## src/rtl/kf_pkg.sv

```systemverilog
// kf_pkg: shared types and constants for the Kalman-gain divider path.
//   FP_W              width of an IEEE-754 single
//   FP_EXP_MANT_MASK  exponent+mantissa bits (everything except the sign)
//   DIV_LAT_DFLT      default latency of the floating-point divider IP
//   fp32_t            raw single-precision bit pattern
//   res_entry_t       one result FIFO entry: divide-by-zero flag + quotient
package kf_pkg;

  localparam int          FP_W             = 32;
  localparam logic [30:0] FP_EXP_MANT_MASK = 31'h7FFF_FFFF;
  localparam int          DIV_LAT_DFLT     = 28;

  typedef logic [FP_W-1:0] fp32_t;

  typedef struct packed {
    logic  dz;
    fp32_t q;
  } res_entry_t;

  // +0 and -0 count as zero; subnormals do not.
  function automatic logic fp_is_zero(input fp32_t x);
    return (x[30:0] & FP_EXP_MANT_MASK) == 31'd0;
  endfunction

endpackage

```

## src/rtl/sync_fifo.sv

```systemverilog
// sync_fifo: single-clock show-ahead FIFO with occupancy count.
//   clock, resetn  clock and synchronous active-low reset (clears pointers/count)
//   i_wr, i_wdata  push; ignored when full unless a pop happens the same cycle
//   i_rd           pop the head; ignored when empty
//   o_rdata        current head (valid whenever o_count != 0)
//   o_count        number of stored entries, 0..DEPTH
module sync_fifo #(
  parameter int W     = 33,
  parameter int DEPTH = 8,
  parameter int AW    = 3
) (
  input  logic         clock,
  input  logic         resetn,
  input  logic         i_wr,
  input  logic [W-1:0] i_wdata,
  input  logic         i_rd,
  output logic [W-1:0] o_rdata,
  output logic [AW:0]  o_count
);

  logic [W-1:0]  r_mem [DEPTH];
  logic [AW-1:0] r_wr_ptr;
  logic [AW-1:0] r_rd_ptr;
  logic [AW:0]   r_count;

  logic w_empty;
  logic w_full;
  logic w_do_rd;
  logic w_do_wr;

  assign w_empty = (r_count == '0);
  assign w_full  = (r_count == (AW+1)'(DEPTH));
  assign w_do_rd = i_rd && !w_empty;
  // A pop frees the slot in the same cycle, so write+pop is legal when full.
  assign w_do_wr = i_wr && (!w_full || w_do_rd);

  always_ff @(posedge clock) begin
    if (!resetn) begin
      r_wr_ptr <= '0;
      r_rd_ptr <= '0;
      r_count  <= '0;
    end else begin
      if (w_do_wr) begin
        r_mem[r_wr_ptr] <= i_wdata;
        r_wr_ptr        <= r_wr_ptr + 1'b1;
      end
      if (w_do_rd) begin
        r_rd_ptr <= r_rd_ptr + 1'b1;
      end
      unique case ({w_do_wr, w_do_rd})
        2'b10:   r_count <= r_count + 1'b1;
        2'b01:   r_count <= r_count - 1'b1;
        default: r_count <= r_count;
      endcase
    end
  end

  assign o_rdata = r_mem[r_rd_ptr];
  assign o_count = r_count;

endmodule

```

## src/rtl/div_issue_ctrl.sv

```systemverilog
// div_issue_ctrl: issue/credit/flush controller in front of the fixed-latency
// floating-point divider used for the Kalman gain.
//   clock, resetn            clock, synchronous active-low reset
//   s_num/s_den/s_valid/s_ready   operand pair input (valid/ready)
//   div_a/div_b/div_valid    registered issue port to the divider
//   div_result/_valid        divider return (no backpressure)
//   m_result/m_dz/m_valid/m_ready show-ahead result output
//   inflight                 issued-but-not-returned operation count
//   flushing                 post-reset window in which divider returns are dropped
module div_issue_ctrl
  import kf_pkg::*;
#(
  parameter int DIV_LAT = kf_pkg::DIV_LAT_DFLT,
  parameter int DEPTH   = 8,
  parameter int AW      = 3
) (
  input  logic        clock,
  input  logic        resetn,
  input  fp32_t       s_num,
  input  fp32_t       s_den,
  input  logic        s_valid,
  output logic        s_ready,
  output fp32_t       div_a,
  output fp32_t       div_b,
  output logic        div_valid,
  input  fp32_t       div_result,
  input  logic        div_result_valid,
  output fp32_t       m_result,
  output logic        m_dz,
  output logic        m_valid,
  input  logic        m_ready,
  output logic [AW:0] inflight,
  output logic        flushing
);

  localparam int             FCW        = $clog2(DIV_LAT + 2);
  localparam logic [FCW-1:0] FLUSH_INIT = FCW'(DIV_LAT + 1);

  logic [FCW-1:0] r_flush_cnt;
  logic [AW:0]    r_inflight;
  fp32_t          r_div_a;
  fp32_t          r_div_b;
  logic           r_div_valid;

  logic        w_flushing;
  logic [AW+1:0] w_used;
  logic        w_issue;
  logic        w_ret;
  logic        w_pop;
  logic        w_dz_head;
  logic [AW:0] w_dz_count;
  logic [AW:0] w_res_count;
  res_entry_t  w_wr_entry;
  res_entry_t  w_head;

  assign w_flushing = (r_flush_cnt != '0);
  // Credits cover both in-flight ops and parked results, so the FIFO can never overflow.
  assign w_used     = {1'b0, r_inflight} + {1'b0, w_res_count};
  assign s_ready    = !w_flushing && (w_used < (AW+2)'(DEPTH));
  assign w_issue    = s_valid && s_ready;
  // The divider has no reset: anything it returns during the flush window is stale.
  assign w_ret      = div_result_valid && !w_flushing;
  assign w_pop      = m_valid && m_ready;

  always_ff @(posedge clock) begin
    if (!resetn) begin
      r_flush_cnt <= FLUSH_INIT;
      r_inflight  <= '0;
      r_div_a     <= '0;
      r_div_b     <= '0;
      r_div_valid <= 1'b0;
    end else begin
      if (w_flushing) begin
        r_flush_cnt <= r_flush_cnt - 1'b1;
      end
      r_div_valid <= w_issue;
      if (w_issue) begin
        r_div_a <= s_num;
        r_div_b <= s_den;
      end
      unique case ({w_issue, w_ret})
        2'b10:   r_inflight <= r_inflight + 1'b1;
        2'b01:   r_inflight <= r_inflight - 1'b1;
        default: r_inflight <= r_inflight;
      endcase
    end
  end

  // Per-op zero-denominator flags, kept in issue order alongside the divider pipe.
  sync_fifo #(
    .W     (1),
    .DEPTH (DEPTH),
    .AW    (AW)
  ) u_dz_q (
    .clock   (clock),
    .resetn  (resetn),
    .i_wr    (w_issue),
    .i_wdata (fp_is_zero(s_den)),
    .i_rd    (w_ret),
    .o_rdata (w_dz_head),
    .o_count (w_dz_count)
  );

  assign w_wr_entry.dz = w_dz_head && (w_dz_count != '0);
  assign w_wr_entry.q  = div_result;

  sync_fifo #(
    .W     ($bits(res_entry_t)),
    .DEPTH (DEPTH),
    .AW    (AW)
  ) u_res_fifo (
    .clock   (clock),
    .resetn  (resetn),
    .i_wr    (w_ret),
    .i_wdata (w_wr_entry),
    .i_rd    (w_pop),
    .o_rdata (w_head),
    .o_count (w_res_count)
  );

  assign m_valid   = (w_res_count != '0);
  // Head is masked when empty so stale RAM contents never show on m_*.
  assign m_result  = m_valid ? w_head.q : '0;
  assign m_dz      = m_valid && w_head.dz;
  assign div_a     = r_div_a;
  assign div_b     = r_div_b;
  assign div_valid = r_div_valid;
  assign inflight  = r_inflight;
  assign flushing  = w_flushing;

endmodule

```

## config.mk

```make
export PLATFORM = sky130hd
export DESIGN_NAME = div_issue_ctrl
export DESIGN_NICKNAME = d
export VERILOG_FILES = /design/src/rtl/kf_pkg.sv /design/src/rtl/sync_fifo.sv /design/src/rtl/div_issue_ctrl.sv
export SDC_FILE = /design/constraint.sdc
export NUM_CORES = 1
export LEC_CHECK = 0
export CAP_MARGIN = 25
export CORE_MARGIN = 4
export CORE_UTILIZATION = 56
export CTS_BUF_LIST = sky130_fd_sc_hd__clkbuf_2 sky130_fd_sc_hd__clkbuf_4 sky130_fd_sc_hd__clkbuf_8
export CTS_CLUSTER_SIZE = 28
export DETAILED_ROUTE_END_ITERATION = 8
export PLACE_DENSITY = 0.82
export SLEW_MARGIN = 20
export SYNTH_ARGS = -nofsm -noshare
export SYNTH_HDL_FRONTEND = slang
export SYNTH_SLANG_ARGS = --single-unit
export TNS_END_PERCENT = 20
```

## constraint.sdc

```tcl
create_clock -name clock -period 4.8 [get_ports clock]
set_input_delay 0.48 -clock clock [delete_from_list [all_inputs] [get_ports clock]]
set_output_delay 0.48 -clock clock [all_outputs]
set_load 0.05 [all_outputs]
```

==> metrics <==
status complete, no violations; placed inst area 0.0169 sq mm; TritonCTS Buffers 57; PwrDens 341 mW/mm^2; CP max stage cell dfxtp_4; initial antenna violation count 1; first-pass GRT wire length 49.2 mm; leakage power 5.78 nW; CP endpoint kind output port; width of the die 168 um; nets 1290; Max Root-Sink Buffers 3; per-cell routed wire length 20.1 um; Post-synth EDFFs 272; CTS tree built; Final Max Slew Viols 0; Design Power 6.14 mW; Root Buffer clkbuf_8; most frequent cells in the layout 272 x edfxtp_1, 205 x clkdlybuf4s50_1, 134 x nand2_1; Async S/R FF share, synth 0%; Yosys warning count 0; register clock-pin slew on the reported worst setup and hold paths 60 ps; hold_sp div_a[5]; Synth Instances 938; GP Congestion 0.807; worst setup path category reg2out; Vias 8713; CP Data Required Time 4320 ps; cell-by-cell trace of the critical path buf_4 -> mux4_2 -> mux2i_1 -> nor2_1 -> clkdlybuf4s50_1; DRC 0; synthesized flop and latch total 372; htree depth 2; CP Launch Type register; dpl cells 1439; port bufs 205; Initial Utilization 57.1%; Least-Margin Pin Slew 962 ps; fmax 263 MHz; ys flop type edfxtp_1; commonest non-fill, non-tap cell in the layout edfxtp_1; relative slew slack 35.9%; Die Y 168 um; Cell variety after synth 42; Hold Buf Count CTS 0; drt initial violations 697; final period utilization 79.1%; Routed Antenna Nets 0; CP max stage delay 800 ps; Buf/Inv on CP 2; # setup viols final 0; clk_lat worst skew 580 ps; final wirelength 31.1 mm; CP delay by family, top buffers and inverters; syn nets 1060; hpwl dp 19.4 mm; final hold viol count 0; row cnt 58; Final Skew 19.6 ps; die area 0.0284 sq mm; Critical Path Fanout Max 33; final instance area 0.0180 sq mm; number of global-route vias before repair 9060; Fin Hold WS 452 ps; Total GRT Usage 22.0%; I/O pins 206; reg-to-reg startpoint r_flush_cnt[0]; CTS Sinks 372; Cell Count, Final, Fillers Out 1545; core area 0.0253 sq mm; post_cts resized 0; Post CTS Setup Buffer Count 0; Arr. time, crit path 3320 ps; Ant. Diodes 0; Min-Delay Path Class reg2reg; Tmin final 3800 ps; Synth Area per Inst 15.4 sq um; max_cap viols 0; Seq/Total Area, Yosys 70.5%; grt total ovfl 0; largest net degree at the start of global routing 92; layout cells sized above 1 16.5%; RSZ-0062 raised after global routing no; total iterations of the first detailed-routing run 6; post-route setup TNS 0 ps; area grow syn2layout 24.9%; Via-to-Cell Ratio 5.64; peak supply drop 213 uV; Post-Syn Area 0.0144 sq mm
cell type report:
cell class / count / area, sq um
Sequential cell: 372 / 10200
Tap cell: 330 / 413
Inverter: 19 / 71.3
Timing Repair Buffer: 222 / 2200
Multi-Input combinational cell: 496 / 4010
Clock inverter: 20 / 100
Fill cell: 1595 / 7250
Clock buffer: 86 / 1030
cells in the mapped netlist (all sizes together), types with 2 or more instances:
cell,instances,area (sq um)
nor4b,2,32.5
xor2,11,96.3
edfxtp,272,8170
nand2,135,509
nand4,4,25.0
ha,18,225
o31ai,3,22.5
and3,3,18.8
inv,19,71.3
nor4,11,68.8
xnor2,2,17.5
a21oi,81,405
o2111ai,2,17.5
nand3,7,35.0
or3,2,12.5
mux4,68,1530
nand2b,4,25.0
buf,28,134
and2,3,18.8
nor3,10,50.1
fa,3,60.1
mux2i,39,390
clkbuf,23,86.3
o21ai,2,10.0
or4,4,30.0
dfxtp,100,2000
nor2,73,277
path summary, 6_finish.rpt:
check,to,slack (ps),cells past startpoint
max,m_result[28],1000,5
min,div_a[5],450,2
max reg2reg,inflight[3],1400,12
min reg2reg,div_a[5],450,2
where the power goes:
part           total [mW]  switching [mW]  leakage (nW)  internal, mW
Sequential           3.45         0.00389          3.27          3.44
Combinational       0.141          0.0619          1.89        0.0794
Clock                2.55            1.17         0.615          1.38
Total                6.14            1.24          5.78          4.90
flip-flops by register name (all words and copies together), names as in the netlist, 4 cells and up, named ones only:
signal / flops
div_a: 32
u_dz_q.r_mem: 8
r_flush_cnt: 5
div_b: 32
u_dz_q.o_count: 4
inflight: 4
u_res_fifo.r_mem: 264
u_res_fifo.o_count: 4
cell families after synthesis:
| family | share of synthesized area, % |
|---|---|
| AOI/OAI and AO/OA | 3.55 |
| xor gates and xnor gates | 0.790 |
| adders and majority gates | 1.98 |
| buffers and inverters | 2.02 |
| DFF | 70.5 |
| muxes | 13.4 |
| and+or+nand+nor | 7.70 |
worst register-to-register path, cell delays in order, from the launching register on:
cell     delay (ps)
dfxtp_1         320
inv_1           100
ha_1            200
nor4b_4         450
o211a_2         360
inv_2            40
buf_4           310
ha_1            330
ha_1            320
a21oi_1         170
a21oi_1         100
or4_1           470
a21oi_1         150
per-layer routing:
layer  up-vias  track usage (%)  part of all wire [%]
li1       3985                -                     -
met1      4246             27.9                    38
met4         2             6.32                   2.3
met5         -                0                 0.042
met2       423             37.1                    50
met3        57             6.90                    10
stage by stage:
stage | util [%] | setup slack, ps
CTS | 71.3 | 896
global placement | 66.8 | 1400
floorplan | - | 490
finish | 71.3 | 1000
global route | 71.3 | 779
detailed placement | 66.8 | 1310
Note: power is estimated with default switching activity, not from simulation.
